File: src/rtl/oam_dma_pkg.sv
// Shared constants and output bundle for the $4014 sprite DMA engine.
package oam_dma_pkg;

    localparam int unsigned NBYTES = 256;
    localparam int unsigned CNT_W  = $clog2(NBYTES);
    localparam int unsigned ADDR_W = 16;
    localparam int unsigned DATA_W = 8;
    localparam int unsigned PAGE_W = ADDR_W - CNT_W;

    localparam logic [ADDR_W-1:0] OAMDATA_ADDR = 16'h2004;

    // Registered bus-side view of the engine.
    typedef struct packed {
        logic              halt;
        logic              dmaact;
        logic              dmard;
        logic              dmawr;
        logic              busy;
        logic [ADDR_W-1:0] addr;
        logic [DATA_W-1:0] wdata;
    } dma_out_t;

endpackage

File: src/rtl/oam_dma.sv
// Sprite DMA: halts the CPU and copies page P00..PFF into OAMDATA, one
// read/write pair per byte, aligned so reads land on get (cyc=0) cycles.
module oam_dma
    import oam_dma_pkg::*;
(
    input  logic              clk,
    input  logic              reset,
    input  logic              tick,
    input  logic              wr4014,
    input  logic [DATA_W-1:0] regwdata,
    input  logic              cpurw,
    input  logic [DATA_W-1:0] cpurdata,
    output logic              halt,
    output logic              dmaact,
    output logic [ADDR_W-1:0] dmaaddr,
    output logic              dmard,
    output logic              dmawr,
    output logic [DATA_W-1:0] dmawdata,
    output logic              busy
);

    localparam logic [2:0] S_IDLE  = 3'd0;
    localparam logic [2:0] S_HALT  = 3'd1;
    localparam logic [2:0] S_ALIGN = 3'd2;
    localparam logic [2:0] S_READ  = 3'd3;
    localparam logic [2:0] S_WRITE = 3'd4;

    logic [2:0]        state_q, state_d;
    logic              cyc_q;
    logic [PAGE_W-1:0] page_q, page_d;
    logic [CNT_W-1:0]  count_q, count_d;
    logic [DATA_W-1:0] data_q, data_d;
    dma_out_t          out_q, out_d;

    always_ff @(posedge clk or negedge reset) begin
        if (!reset) begin
            state_q <= S_IDLE;
        end else if (tick) begin
            state_q <= state_d;
        end
    end

    // Next state plus page/count/data updates.
    always_comb begin
        state_d = state_q;
        page_d  = page_q;
        count_d = count_q;
        data_d  = data_q;
        case (state_q)
            S_IDLE: begin
                if (wr4014) begin
                    page_d  = PAGE_W'(regwdata);
                    count_d = '0;
                    state_d = S_HALT;
                end
            end
            S_HALT: begin
                // The following cycle is a get cycle exactly when cyc is 1 now.
                if (cpurw) begin
                    state_d = cyc_q ? S_READ : S_ALIGN;
                end
            end
            S_ALIGN: state_d = S_READ;
            S_READ: begin
                data_d  = cpurdata;
                state_d = S_WRITE;
            end
            S_WRITE: begin
                count_d = count_q + CNT_W'(1);
                state_d = (count_q == CNT_W'(NBYTES - 1)) ? S_IDLE : S_READ;
            end
            default: state_d = S_IDLE;
        endcase
    end

    // Outputs decoded from the state being entered, so they register with it.
    always_comb begin
        out_d = '0;
        case (state_d)
            S_HALT: begin
                out_d.halt = 1'b1;
                out_d.busy = 1'b1;
            end
            S_ALIGN: begin
                out_d.halt   = 1'b1;
                out_d.busy   = 1'b1;
                out_d.dmaact = 1'b1;
            end
            S_READ: begin
                out_d.halt   = 1'b1;
                out_d.busy   = 1'b1;
                out_d.dmaact = 1'b1;
                out_d.dmard  = 1'b1;
                out_d.addr   = {page_d, count_d};
            end
            S_WRITE: begin
                out_d.halt   = 1'b1;
                out_d.busy   = 1'b1;
                out_d.dmaact = 1'b1;
                out_d.dmawr  = 1'b1;
                out_d.addr   = OAMDATA_ADDR;
                out_d.wdata  = data_d;
            end
            default: out_d = '0;
        endcase
    end

    always_ff @(posedge clk or negedge reset) begin
        if (!reset) begin
            cyc_q   <= 1'b0;
            page_q  <= '0;
            count_q <= '0;
            data_q  <= '0;
            out_q   <= '0;
        end else if (tick) begin
            cyc_q   <= ~cyc_q;
            page_q  <= page_d;
            count_q <= count_d;
            data_q  <= data_d;
            out_q   <= out_d;
        end
    end

    assign halt     = out_q.halt;
    assign dmaact   = out_q.dmaact;
    assign dmard    = out_q.dmard;
    assign dmawr    = out_q.dmawr;
    assign busy     = out_q.busy;
    assign dmaaddr  = out_q.addr;
    assign dmawdata = out_q.wdata;

endmodule

File: config.mk
export PLATFORM = sky130hd
export DESIGN_NAME = oam_dma
export DESIGN_NICKNAME = d
export VERILOG_FILES = /design/src/rtl/oam_dma_pkg.sv /design/src/rtl/oam_dma.sv
export SDC_FILE = /design/constraint.sdc
export NUM_CORES = 1
export LEC_CHECK = 0
export CORE_MARGIN = 2
export CORE_UTILIZATION = 50
export DETAILED_ROUTE_END_ITERATION = 7
export GPL_ROUTABILITY_DRIVEN = 0
export HOLD_SLACK_MARGIN = 0.1
export PLACE_DENSITY = 0.86
export SYNTH_ARGS = -nofsm -noshare
export SYNTH_HDL_FRONTEND = slang
export SYNTH_SLANG_ARGS = --single-unit
File: constraint.sdc
create_clock -name clk -period 2.2 [get_ports clk]
set_input_delay 0.33 -clock clk [delete_from_list [all_inputs] [get_ports clk]]
set_output_delay 0.33 -clock clk [all_outputs]
set_load 0.02 [all_outputs]
; Yosys cells after proc, flatten, opt, wreduce, memory -nomap -nowiden
; Index checks and enable logic that the tools add are counted.
[op_classes]
n_bitwise = 1
n_eq_ne = 9
muxes = 16
add_sub_neg = 1
n_reduce_logical = 3
[op_table]
columns = op, count
row1 = $mux 8, 5
row2 = $pmux 16 s2, 1
row3 = $pmux 8 s2, 1
row4 = $pmux 3 s5, 1
row5 = $eq 3x2->1 const B, 4
row6 = $add 8x1->8 const B, 1
row7 = $eq 8x8->1 const B, 1
row8 = $eq 3x1->1 const B, 2
row9 = $eq 3x3->1 const B, 2
row10 = $mux 3, 2
row11 = $mux 1, 5
row12 = $reduce_or 4->1, 1
row13 = $logic_not 3->1, 1
row14 = $reduce_or 3->1, 1
row15 = $mux 2, 1
row16 = $not 1->1, 1
[totals]
register_bits = 56
input_bits = 21
wordCells = 41

; Longest topological paths before layout
[logic_depth]
word_depth = 6
mapped_depth = 6
ltp_nobuf = 5

; Worst setup path after synthesis
; Ideal clock, no wire load.
[synth_path]
path_type = flip-flop to flip-flop
startpoint = reg count_q[0]
endpoint = reg out_q, in the netlist dmaaddr[13]
required_ps = 2073
stages_incl_launch_ff = 7
n_path_buf = 1
synth_period_minus_slack_ps = 1685
setup_slack_ps = 515
arrival_time_ps = 1558
setup_time_ps = 127
path_cell_list = dfrtp_1 -> ha_1 -> nand2_1 -> o31a_2 -> nor2_4 -> buf_2 -> o31ai_1
[synth_between]
elab_chain_len = 5
[synth_rtl]
columns = element, line_no
row1 = from (decl), oam_dma.sv:31  ; logic [CNT_W-1:0] count_q, count_d;
row2 = from (signal assigned), oam_dma.sv:118  ; count_q <= count_d;
row3 = $eq 8x8->1 (*), oam_dma.sv:70  ; state_d = (count_q == CNT_W'(NBYTES - 1)) ? S_IDLE : S_READ;
row4 = $mux 2 (*), oam_dma.sv:70
row5 = $pmux 3 s5 (*), oam_dma.sv:49  ; case (state_q)
row6 = $eq 3x3->1 or $eq 3x2->1 (tied branches), oam_dma.sv:79  ; case (state_d)
row7 = $pmux 16 s2 (*), oam_dma.sv:79
row8 = to (signal assigned), oam_dma.sv:120  ; out_q <= out_d;
row9 = to (decl), oam_dma.sv:33  ; dma_out_t out_q, out_d;
; Every way passes the cells marked *; elsewhere a longest branch is shown, timed or not.
; A chain may end at the register's enable or synchronous reset.

; Final worst setup path
[layout_path]
startpoint = reg state_q[2]
endpoint = reg count_q[5]
[layout_between]
elab_chain_len = 2
[layout_rtl]
columns = element, line_no
row1 = from (decl), oam_dma.sv:28  ; logic [2:0] state_q, state_d;
row2 = from (signal assigned), oam_dma.sv:39  ; state_q <= state_d;
row3 = $eq 3x3->1 or $logic_not 3->1 (tied branches), oam_dma.sv:49
row4 = $pmux 8 s2 (*), oam_dma.sv:49
; Marks and branches as above.

==> impl_summary.md <==
Power
The switching component of the power is 1180 uW. Across the VDD grid, the largest voltage drop is 734 uV. The total power is 3470 uW. The analysis attributes to cell leakage a power of 0.00125 uW. The sequential share of power is 38.8%. Of the total power, the share spent switching nets is 34.1%. The part of the power in the clock network is 21.1%.

The cell internal power dissipation is 2290 uW. The share of total power dissipated in combinational logic is 40.1%. The power density over the cells is 1150 mW/mm^2.

Placement
The detailed placer's ending HPWL is 3340 um. The count of buffers added on input and output ports is 49. The post-place setup slack is 0.274 ns. The count of placed standard cells including taps is 310.

Run status
The flow ran to the end, and the final reports show no timing, DRC or antenna violations.

Critical path
STA classifies the critical path startpoint as a flip-flop. The sort of element at the end of the critical path is a flip-flop. Counting cells, the worst reg-to-reg path comes to 4. Data on the critical path arrives at its endpoint at 2.11 ns. The worst stage delay on the critical path is 0.58 ns. The worst-path maximum fanout is 9.

The type of the worst setup path is reg2reg. The worst setup slack for register-to-register paths is 0.29 ns. STA puts the critical path data required time at 2.40 ns.

Traced cell by cell, the critical path runs through or3b_1 > nor3_2 > o21ai_0 > a22o_1. The master of the slowest instance on the critical path is sky130_fd_sc_hd__or3b_1.

Detailed routing
The average via count per standard cell is 5.47. After detailed routing, the total wire length is 4670 um. The count of nets left with antenna violations once routing finished came out at 0. Before antenna repair, the detailed router went through 4 iterations.

The DRC violations left is 0. In the final routed layout, each cell accounts on average for 14.7 um. Detailed routing inserted a total of 1,739 vias. The DRC violation total after the first TritonRoute iteration is 117.

Yosys
Counting every net in the synthesized netlist gives 233. In this run the cell area of the synthesized design comes to 0.00231 sq mm. The number of flops mapped to enable cells by yosys is 0. The number of flip-flops and latches in the synthesized netlist is 48. Counting every instance in the synthesized netlist gives 211. A synthesized cell averages 11.0 sq um.

The predominant post-synthesis flop cell is sky130_fd_sc_hd__dfrtp_1. Sequential cells were found to cover 51.9% of the synthesized design area. The number of synthesis warnings is 0.

Counting distinct cell types in the post-synthesis netlist gives 42. The share of synthesized flip-flops with an asynchronous set or reset is 100%.

Min path
The min-delay analysis places its worst path in the category in2async.

Floorplan
From left edge to right edge, the die measures 72.0 um. The die covers 0.00519 sq mm. The count of pins on the block boundary is 50. The core footprint is 0.00441 sq mm. Measured along the y axis, the die boundary spans 72.0 um. The standard-cell row count is 24. For this configuration, the core starts out at a cell density of 52.4%.

Global route
The maximum number of pins on one net before global-route repair is 24. The number of antenna violations at the first check in global routing is 0. In the global route stage, overall resource usage came out at 20.1%.

For this run the aggregate overflow at the end of global routing stands at 0. The via count of the first global-routing pass is 1,730. The wire length of the first global-routing pass is 8180 um.

Timing
The final count of hold timing violations is 0. The count of final max-slew check failures is 0. The achievable frequency is 0.524 GHz. Setup violations remaining at the end of the flow were counted as 0. The shortest period the worst path allows is 1.91 ns. Setup repair after global routing left no endpoint under its margin. Measured against its own limit, the worst slew margin works out to 69.3%.

The measured slew at the worst slew-check pin is 0.461 ns. The ratio of final minimum period to clock period is 86.8%. The final setup skew is 0.00971 ns.

For the final routed database, the setup TNS stands at 0 ns. The worst path meets setup with 0.290 ns of slack.

Finish
The core occupancy in the finished layout is 68.2%. The layout-stage area growth over the synthesis result is 30.0%. The repair_antennas step left the layout with diodes totalling 0. The share of final-layout standard cells stronger than drive strength 1 is 18.0%.

The final standard cell count with taps included and fillers excluded is 318. Leaving out fill and tap cells, the most frequent cells in the layout are 48 x sky130_fd_sc_hd__dfrtp_1, 48 x sky130_fd_sc_hd__clkdlybuf4s50_1, 24 x sky130_fd_sc_hd__nand2_1. The layout net count is 288.

CTS
The clock buffer count from CTS is 5. The master cell of the clock root buffer is sky130_fd_sc_hd__clkbuf_8. Once the clock tree was built, the setup fixing pass inserted 0 buffers. The CTS tree is yes. In this run, post-CTS repair resized a total of 0 instances. The clock reaches the later pin of the worst-skew pair after 0.30 ns.

The clock drives 48 sinks. The depth of the CTS H-tree is 2. The clock-pin slew reported for the worst setup and hold paths after clock tree synthesis is 0.09 ns. The maximum count of clock buffers along a single path is 2.

Buffers inserted to repair hold after CTS numbered 1.

Flow run
Max-cap violations in this run came to 0.
[sequential cells by signal, summed over array words and instances, names as in the netlist]
register,count
dmaaddr,16
count_q,8
dmawdata,8
page_q,8
state_q,3
busy,1
cyc_q,1
dmaact,1
dmard,1
dmawr,1
[synth_stat cells (2+ instances only)]
| master | count | share of area, % |
|---|---|---|
| sky130_fd_sc_hd__a21o_1 | 2 | 0.65 |
| sky130_fd_sc_hd__nor2_1 | 7 | 1.1 |
| sky130_fd_sc_hd__o21ai_0 | 17 | 3.7 |
| sky130_fd_sc_hd__clkbuf_1 | 4 | 0.65 |
| sky130_fd_sc_hd__dfrtp_1 | 48 | 52 |
| sky130_fd_sc_hd__nand4b_1 | 2 | 0.76 |
| sky130_fd_sc_hd__o2bb2ai_1 | 10 | 3.8 |
| sky130_fd_sc_hd__xnor2_1 | 6 | 2.3 |
| sky130_fd_sc_hd__buf_6 | 2 | 0.97 |
| sky130_fd_sc_hd__nand2_1 | 24 | 3.9 |
| sky130_fd_sc_hd__inv_1 | 17 | 2.8 |
| sky130_fd_sc_hd__a21oi_1 | 9 | 1.9 |
| sky130_fd_sc_hd__o31ai_1 | 4 | 1.3 |
| sky130_fd_sc_hd__a22o_1 | 3 | 1.1 |
| sky130_fd_sc_hd__buf_2 | 5 | 1.1 |
| sky130_fd_sc_hd__nand2b_1 | 2 | 0.54 |
| sky130_fd_sc_hd__nor3_2 | 2 | 0.86 |
| sky130_fd_sc_hd__nand3_1 | 2 | 0.43 |
| sky130_fd_sc_hd__o32ai_1 | 4 | 1.5 |
| sky130_fd_sc_hd__o32ai_2 | 2 | 1.4 |
| sky130_fd_sc_hd__xor2_1 | 2 | 0.76 |
| sky130_fd_sc_hd__mux2_2 | 15 | 7.3 |
| sky130_fd_sc_hd__buf_4 | 3 | 0.97 |
[final timing paths]
path | startpoint | to
setup / recovery | state_q[2] | count_q[5]
hold / removal | reset | page_q[2]
setup reg to reg | state_q[2] | count_q[5]
hold reg to reg | dmawr | dmawr
max in group asynchronous | reset | dmaaddr[7]
min in group clk | dmawr | dmawr
[area by class of cell]
class / count / area, sq um
Clock inverter: 2 / 60.1
Tap cell: 52 / 65.1
Sequential cell: 48 / 1200
Clock buffer: 5 / 68.8
Inverter: 18 / 67.6
Timing Repair Buffer: 62 / 586
Multi-Input combinational cell: 131 / 961
Fill cell: 327 / 1410
[cells by family (layout without fill, tap and decap cells)]
family                   Yosys count  count (layout)  synth area share, %
multiplexers                      16              16                 7.73
flip-flops                        48              48                 51.9
AO/OA/AOI/OAI                     56              56                 17.1
AND/OR/NAND/NOR                   50              50                 13.1
XOR/XNOR                           8               8                 3.03
buffers and inverters             32              87                 6.59
adder cells (fa/ha/maj)            1               1                0.540
[worst max-delay path: cells and delay by family (launching register included)]
kind            cells  cell delay [ns]
compound gates      2             0.35
simple gates        2             0.92
flops               1             0.54
[power groups by stage]
stage	combinational [uW]	clock (uW)	sequential (uW)
2_1_floorplan	751	0	1500
3_3_place_gp	1370	0	1350
5_1_grt	1520	769	1390
6_report	1390	732	1350
3_5_place_dp	1400	0	1360
4_1_cts	1410	738	1350
[layer usage]
| layer | part of all wire, % | wire (um) | track usage, % |
|---|---|---|---|
| met5 | 0 | 0 | 0 |
| met4 | 1.2 | 55 | 8.18 |
| met3 | 4.1 | 192 | 4.72 |
| met2 | 48 | 2260 | 30.5 |
| met1 | 46 | 2170 | 27.9 |
[through the flow]
stage	hold slack (ns)	instance area [sq um]
6_report	0.458	3010
5_1_grt	0.481	3010
4_1_cts	0.455	3010
3_3_place_gp	0.232	2870
3_5_place_dp	0.245	2870
2_1_floorplan	0.0344	2310
(Power assumes the default switching activity.)
==> edit 1 (same settings) <==
The package constant `ADDR_W` goes from 16 to 17.
--- a/src/rtl/oam_dma_pkg.sv
+++ b/src/rtl/oam_dma_pkg.sv
@@ -3,7 +3,7 @@
 
     localparam int unsigned NBYTES = 256;
     localparam int unsigned CNT_W  = $clog2(NBYTES);
-    localparam int unsigned ADDR_W = 16;
+    localparam int unsigned ADDR_W = 17;
     localparam int unsigned DATA_W = 8;
     localparam int unsigned PAGE_W = ADDR_W - CNT_W;
 
Ports: changed (resized dmaaddr); port bits go from 50 to 51. The function was not compared with the original's and may differ.
==> edit 1 against the unedited design <==
Global-route usage grew 1.3 points; area after synthesis is 1.8% higher; power down 2.6%; sequential cell count up 2; clock power down 9.8%; critical path type unchanged; routed wire length rose by 6.6%; critical endpoint is now dmaaddr[14]$_DFFE_PN0P_; setup slack got worse by 130 ps; via count rose by 5.9%; core utilization shrank 0.26 points; highest routed layer unchanged; design area up 0.29%.
==> edit 1: results (changes against the unedited design) <==
metric	value	unit	change
whs	95.51	ps	-362.9 ps
synth.mux.area_fraction	0.05202		-0.02528
cts-root-buf	clkbuf_8		
grt_pass1_wl	8.776	mm	+7.3%
synth_commonest_cells	dfrtp_1, nand2_1, o21ai_0		
crit_slowest_cell	nor2_2		
synth_fp_nets	245		+5.2%
worst-path-max-fanout	12		+3
crit_arrival	2200	ps	+90 ps
vias	1842		+5.9%
cp-endpoint	dmaaddr[14]$_DFFE_PN0P_		
drive_gt1_frac	0.1407		-0.03971
tightest_slew	775.6	ps	+315.1 ps
cp-startpoint	count_q[0]$_DFFE_PN0P_		
largest_register_ffs	17		+1
outcome	complete, no violations		
leakage	1.270	nW	+1.8%
synthAdderAreaFrac	0.005308		-0.00009755
ys_seq_area_frac	0.5308		+0.01187
yosysUniqueCellTypes	44		+4.8%
synth_compound_area_frac	0.1821		+0.01071
yosys-top-cells-area	dfrtp_1, mux2_2, nand2_1		
nets	292		+1.4%
synth-xor-area-share	0.02972		-0.0005463
track_usage	0.2136		+0.01290
placed_area	0.002905	sq mm	+1.2%
r2r_slack	160	ps	-130 ps
drt_iter0_drc	92		-21%
slowest_delay	530	ps	-50 ps
grt_max_degree	36		+50%
dpl.hpwl	3.571	mm	+6.9%
skew	10.90	ps	+1.191 ps
[edit 1: changes by cell type in the layout (fill, tap and decap cells not counted), sizes merged, moves of 3 or more]
cell,before,now
a41oi,0,3
nand2,25,28
nor2,8,14
inv,17,10
buf,13,9
o31ai,4,9
o32ai,6,0
mux2,15,10
a21oi,9,12
[edit 1: report_power, final]
part / total, mW / internal (mW) / switching [mW]
Sequential: 1.43 / 1.20 / 0.233
Clock: 0.660 / 0.364 / 0.296
Combinational: 1.29 / 0.621 / 0.673
[edit 1: per-stage QoR]
step,setup WS (ps),util,instances
after global placement,277.8,0.6537,315
after detailed placement,148.3,0.6537,315
after global routing,20.10,0.6791,322
after CTS,134.8,0.6791,322
final,164.3,0.6791,322
after floorplan,446.9,-,223
[edit 1: area by class of cell]
cell class                 instances  area [sq um]
tap                               52         65.06
clock inverter                     1         30.03
multi-input combinational        145         983.4
clock buffer                       6         82.58
fill                             341          1426
timing repair buffer              58         568.0
sequential                        50          1251
inverter                          10         37.54
[edit 1: worst reg2reg max path: cells and delay by family (launching register included)]
kind / cells / cell delay [ps]
and+or+nand+nor: 2 / 850
DFF: 1 / 450
AOI/OAI and AO/OA: 2 / 340
adders and majority gates: 1 / 260
[edit 1: how the worst min path moves through the flow]
stage,endpoint
3_5_place_dp,dmawdata[7]$_DFFE_PN0P_
5_1_grt,count_q[1]$_DFFE_PN0P_
4_1_cts,dmawdata[0]$_DFFE_PN0P_
3_3_place_gp,busy$_DFFE_PN0P_
6_report,dmawdata[4]$_DFFE_PN0P_
2_1_floorplan,busy$_DFFE_PN0P_
[edit 1: routing by layer]
metal | track usage | wire, microns | up-vias
li1 | - | - | 865
met1 | 0.2995 | 2235 | 921
met2 | 0.3384 | 2474 | 50
met3 | 0.04558 | 212 | 6
met4 | 0.05967 | 55 | 0
met5 | 0 | 0 | -
[edit 1: cell families (layout without fill, tap and decap cells)]
logic type	Yosys count	after routing
buffers and inverters	28	75
muxes	11	11
adders and majority gates	1	1
and+or+nand+nor	65	65
xor gates and xnor gates	8	8
AOI/OAI and AO/OA	60	60
DFF	50	50
==> edit 2 (same flow settings) <==
Without the edit above. Register the inputs `tick`, `wr4014`, `regwdata`, `cpurw` and `cpurdata` before use, cleared by the reset. The logic sees them one clock later.
--- a/src/rtl/oam_dma.sv
+++ b/src/rtl/oam_dma.sv
@@ -25,6 +25,28 @@
     localparam logic [2:0] S_READ  = 3'd3;
     localparam logic [2:0] S_WRITE = 3'd4;
 
+    logic tick_q;
+    logic wr4014_q;
+    logic [DATA_W-1:0] regwdata_q;
+    logic cpurw_q;
+    logic [DATA_W-1:0] cpurdata_q;
+
+    always_ff @(posedge clk or negedge reset) begin
+        if (!reset) begin
+            tick_q     <= '0;
+            wr4014_q   <= '0;
+            regwdata_q <= '0;
+            cpurw_q    <= '0;
+            cpurdata_q <= '0;
+        end else begin
+            tick_q     <= tick;
+            wr4014_q   <= wr4014;
+            regwdata_q <= regwdata;
+            cpurw_q    <= cpurw;
+            cpurdata_q <= cpurdata;
+        end
+    end
+
     logic [2:0]        state_q, state_d;
     logic              cyc_q;
     logic [PAGE_W-1:0] page_q, page_d;
@@ -35,7 +57,7 @@
     always_ff @(posedge clk or negedge reset) begin
         if (!reset) begin
             state_q <= S_IDLE;
-        end else if (tick) begin
+        end else if (tick_q) begin
             state_q <= state_d;
         end
     end
@@ -48,21 +70,21 @@
         data_d  = data_q;
         case (state_q)
             S_IDLE: begin
-                if (wr4014) begin
-                    page_d  = PAGE_W'(regwdata);
+                if (wr4014_q) begin
+                    page_d  = PAGE_W'(regwdata_q);
                     count_d = '0;
                     state_d = S_HALT;
                 end
             end
             S_HALT: begin
                 // The following cycle is a get cycle exactly when cyc is 1 now.
-                if (cpurw) begin
+                if (cpurw_q) begin
                     state_d = cyc_q ? S_READ : S_ALIGN;
                 end
             end
             S_ALIGN: state_d = S_READ;
             S_READ: begin
-                data_d  = cpurdata;
+                data_d  = cpurdata_q;
                 state_d = S_WRITE;
             end
             S_WRITE: begin
@@ -112,7 +134,7 @@
             count_q <= '0;
             data_q  <= '0;
             out_q   <= '0;
-        end else if (tick) begin
+        end else if (tick_q) begin
             cyc_q   <= ~cyc_q;
             page_q  <= page_d;
             count_q <= count_d;
Function: changed (Yosys sat finds a counterexample within 4 cycles, from zero or initial values and one cycle with reset low).
==> edit 2 against the unedited design <==
Die area rose by 22%; sequential cell count rose by 19; power rose by 13%; global-route usage fell by 1.5 points; setup slack improved by 60 ps; routed wire length rose by 15%; area after synthesis rose by 23%; critical path depth rose by 1; sequential power rose by 27%; design area rose by 19%; fmax rose by 3.2%; highest routed layer unchanged.
==> edit 2: results (changes against the unedited design) <==
metric	value	unit	change
cts_buffers	9		+4
dp_cells	354		+14%
min_path_type	input port to register		
synth_fp_nets	269		+15%
synth_compound_area_frac	0.1415		-0.02988
viasPerCell	5.299		-3.1%
grt_pass1_wl	9.121	mm	+12%
drt_iter0_drc	195		+67%
crit_arrival	2070	ps	-40 ps
skew	4.788	ps	-4.924 ps
yosys-top-cells-area	dfrtp_1, mux2_2, o21ai_0		
met1_usage	0.2494		-0.03002
whs	430.0	ps	-28.49 ps
fillers	416		+27%
final.min_clock_period	1850	ps	-59.60 ps
tightest_slew	478.5	ps	+17.91 ps
worst_r2r_path_depth	5		+1
drive_gt1_frac	0.1371		-0.04333
grt_util_met2	0.2908		-0.01377
grt_max_degree	68		+180%
track_usage	0.1854		-0.01531
yosysUniqueCellTypes	46		+9.5%
synthAdderAreaFrac	0.004394		-0.001012
r2r-end	dmaaddr[1]$_DFFE_PN0P_		
crit-reg2reg-launch	count_q[0]$_DFFE_PN0P_		
cts.clk_slew.worst_paths	60	ps	-30 ps
synth_commonest_cells	dfrtp_1, nand2_1, o21ai_0		
pre_cts_ws	216.3	ps	-58.03 ps
fin_cells	371		+17%
dpl.hpwl	3.563	mm	+6.7%
wl_met1	2.501	mm	+16%
insertion_delay	330	ps	+30 ps
r2r_slack	350	ps	+60 ps
htreeDepth	3		+1
wire_per_inst	14.42	microns	-1.8%
grt_pass1_vias	1947		+13%
use_met3	0.05204		+0.004814
syn_avg_cell_area	11.53	sq um	+5.1%
leakage	1.537	nW	+23%
outcome	complete, no violations		
swShare	0.3250		-0.01558
nets	316		+9.7%
ys_seq_area_frac	0.5888		+0.06983
powerComb	1.23	mW	-12%
-- edit 2: cell types whose count changed after synthesis, moves of 5 or more --
cell       change
dfrtp_1       +19
o2bb2ai_1     -10
inv_1          -7
mux2i_1        +7
o31ai_1        +7
clkbuf_1       +6
nor2_1         +6
a22o_1         +5
-- edit 2: cell type report --
type / count / area, sq um / share of cell area
timing repair buffer: 57 / 560.5 / 0.1563
sequential: 67 / 1677 / 0.4674
multi-input combinational: 149 / 1035 / 0.2885
clock inverter: 2 / 35.03 / 0.009766
clock buffer: 14 / 152.6 / 0.04255
tap: 72 / 90.09 / 0.02511
inverter: 10 / 37.54 / 0.01046
-- edit 2: timing repair --
| action | in CTS | in global routing |
|---|---|---|
| endpoints found under the hold margin | 67 | 0 |
| gates resized for setup | 0 | 1 |
| hold buffers | 1 | 0 |
| endpoints found under the setup margin | 0 | 1 |
-- edit 2: critical path: stages, from the launching register on --
cell      delay, ps
dfrtp_1         480
ha_1            290
nand4_1         140
o21ai_1         240
nand2b_1        280
a31o_2          320
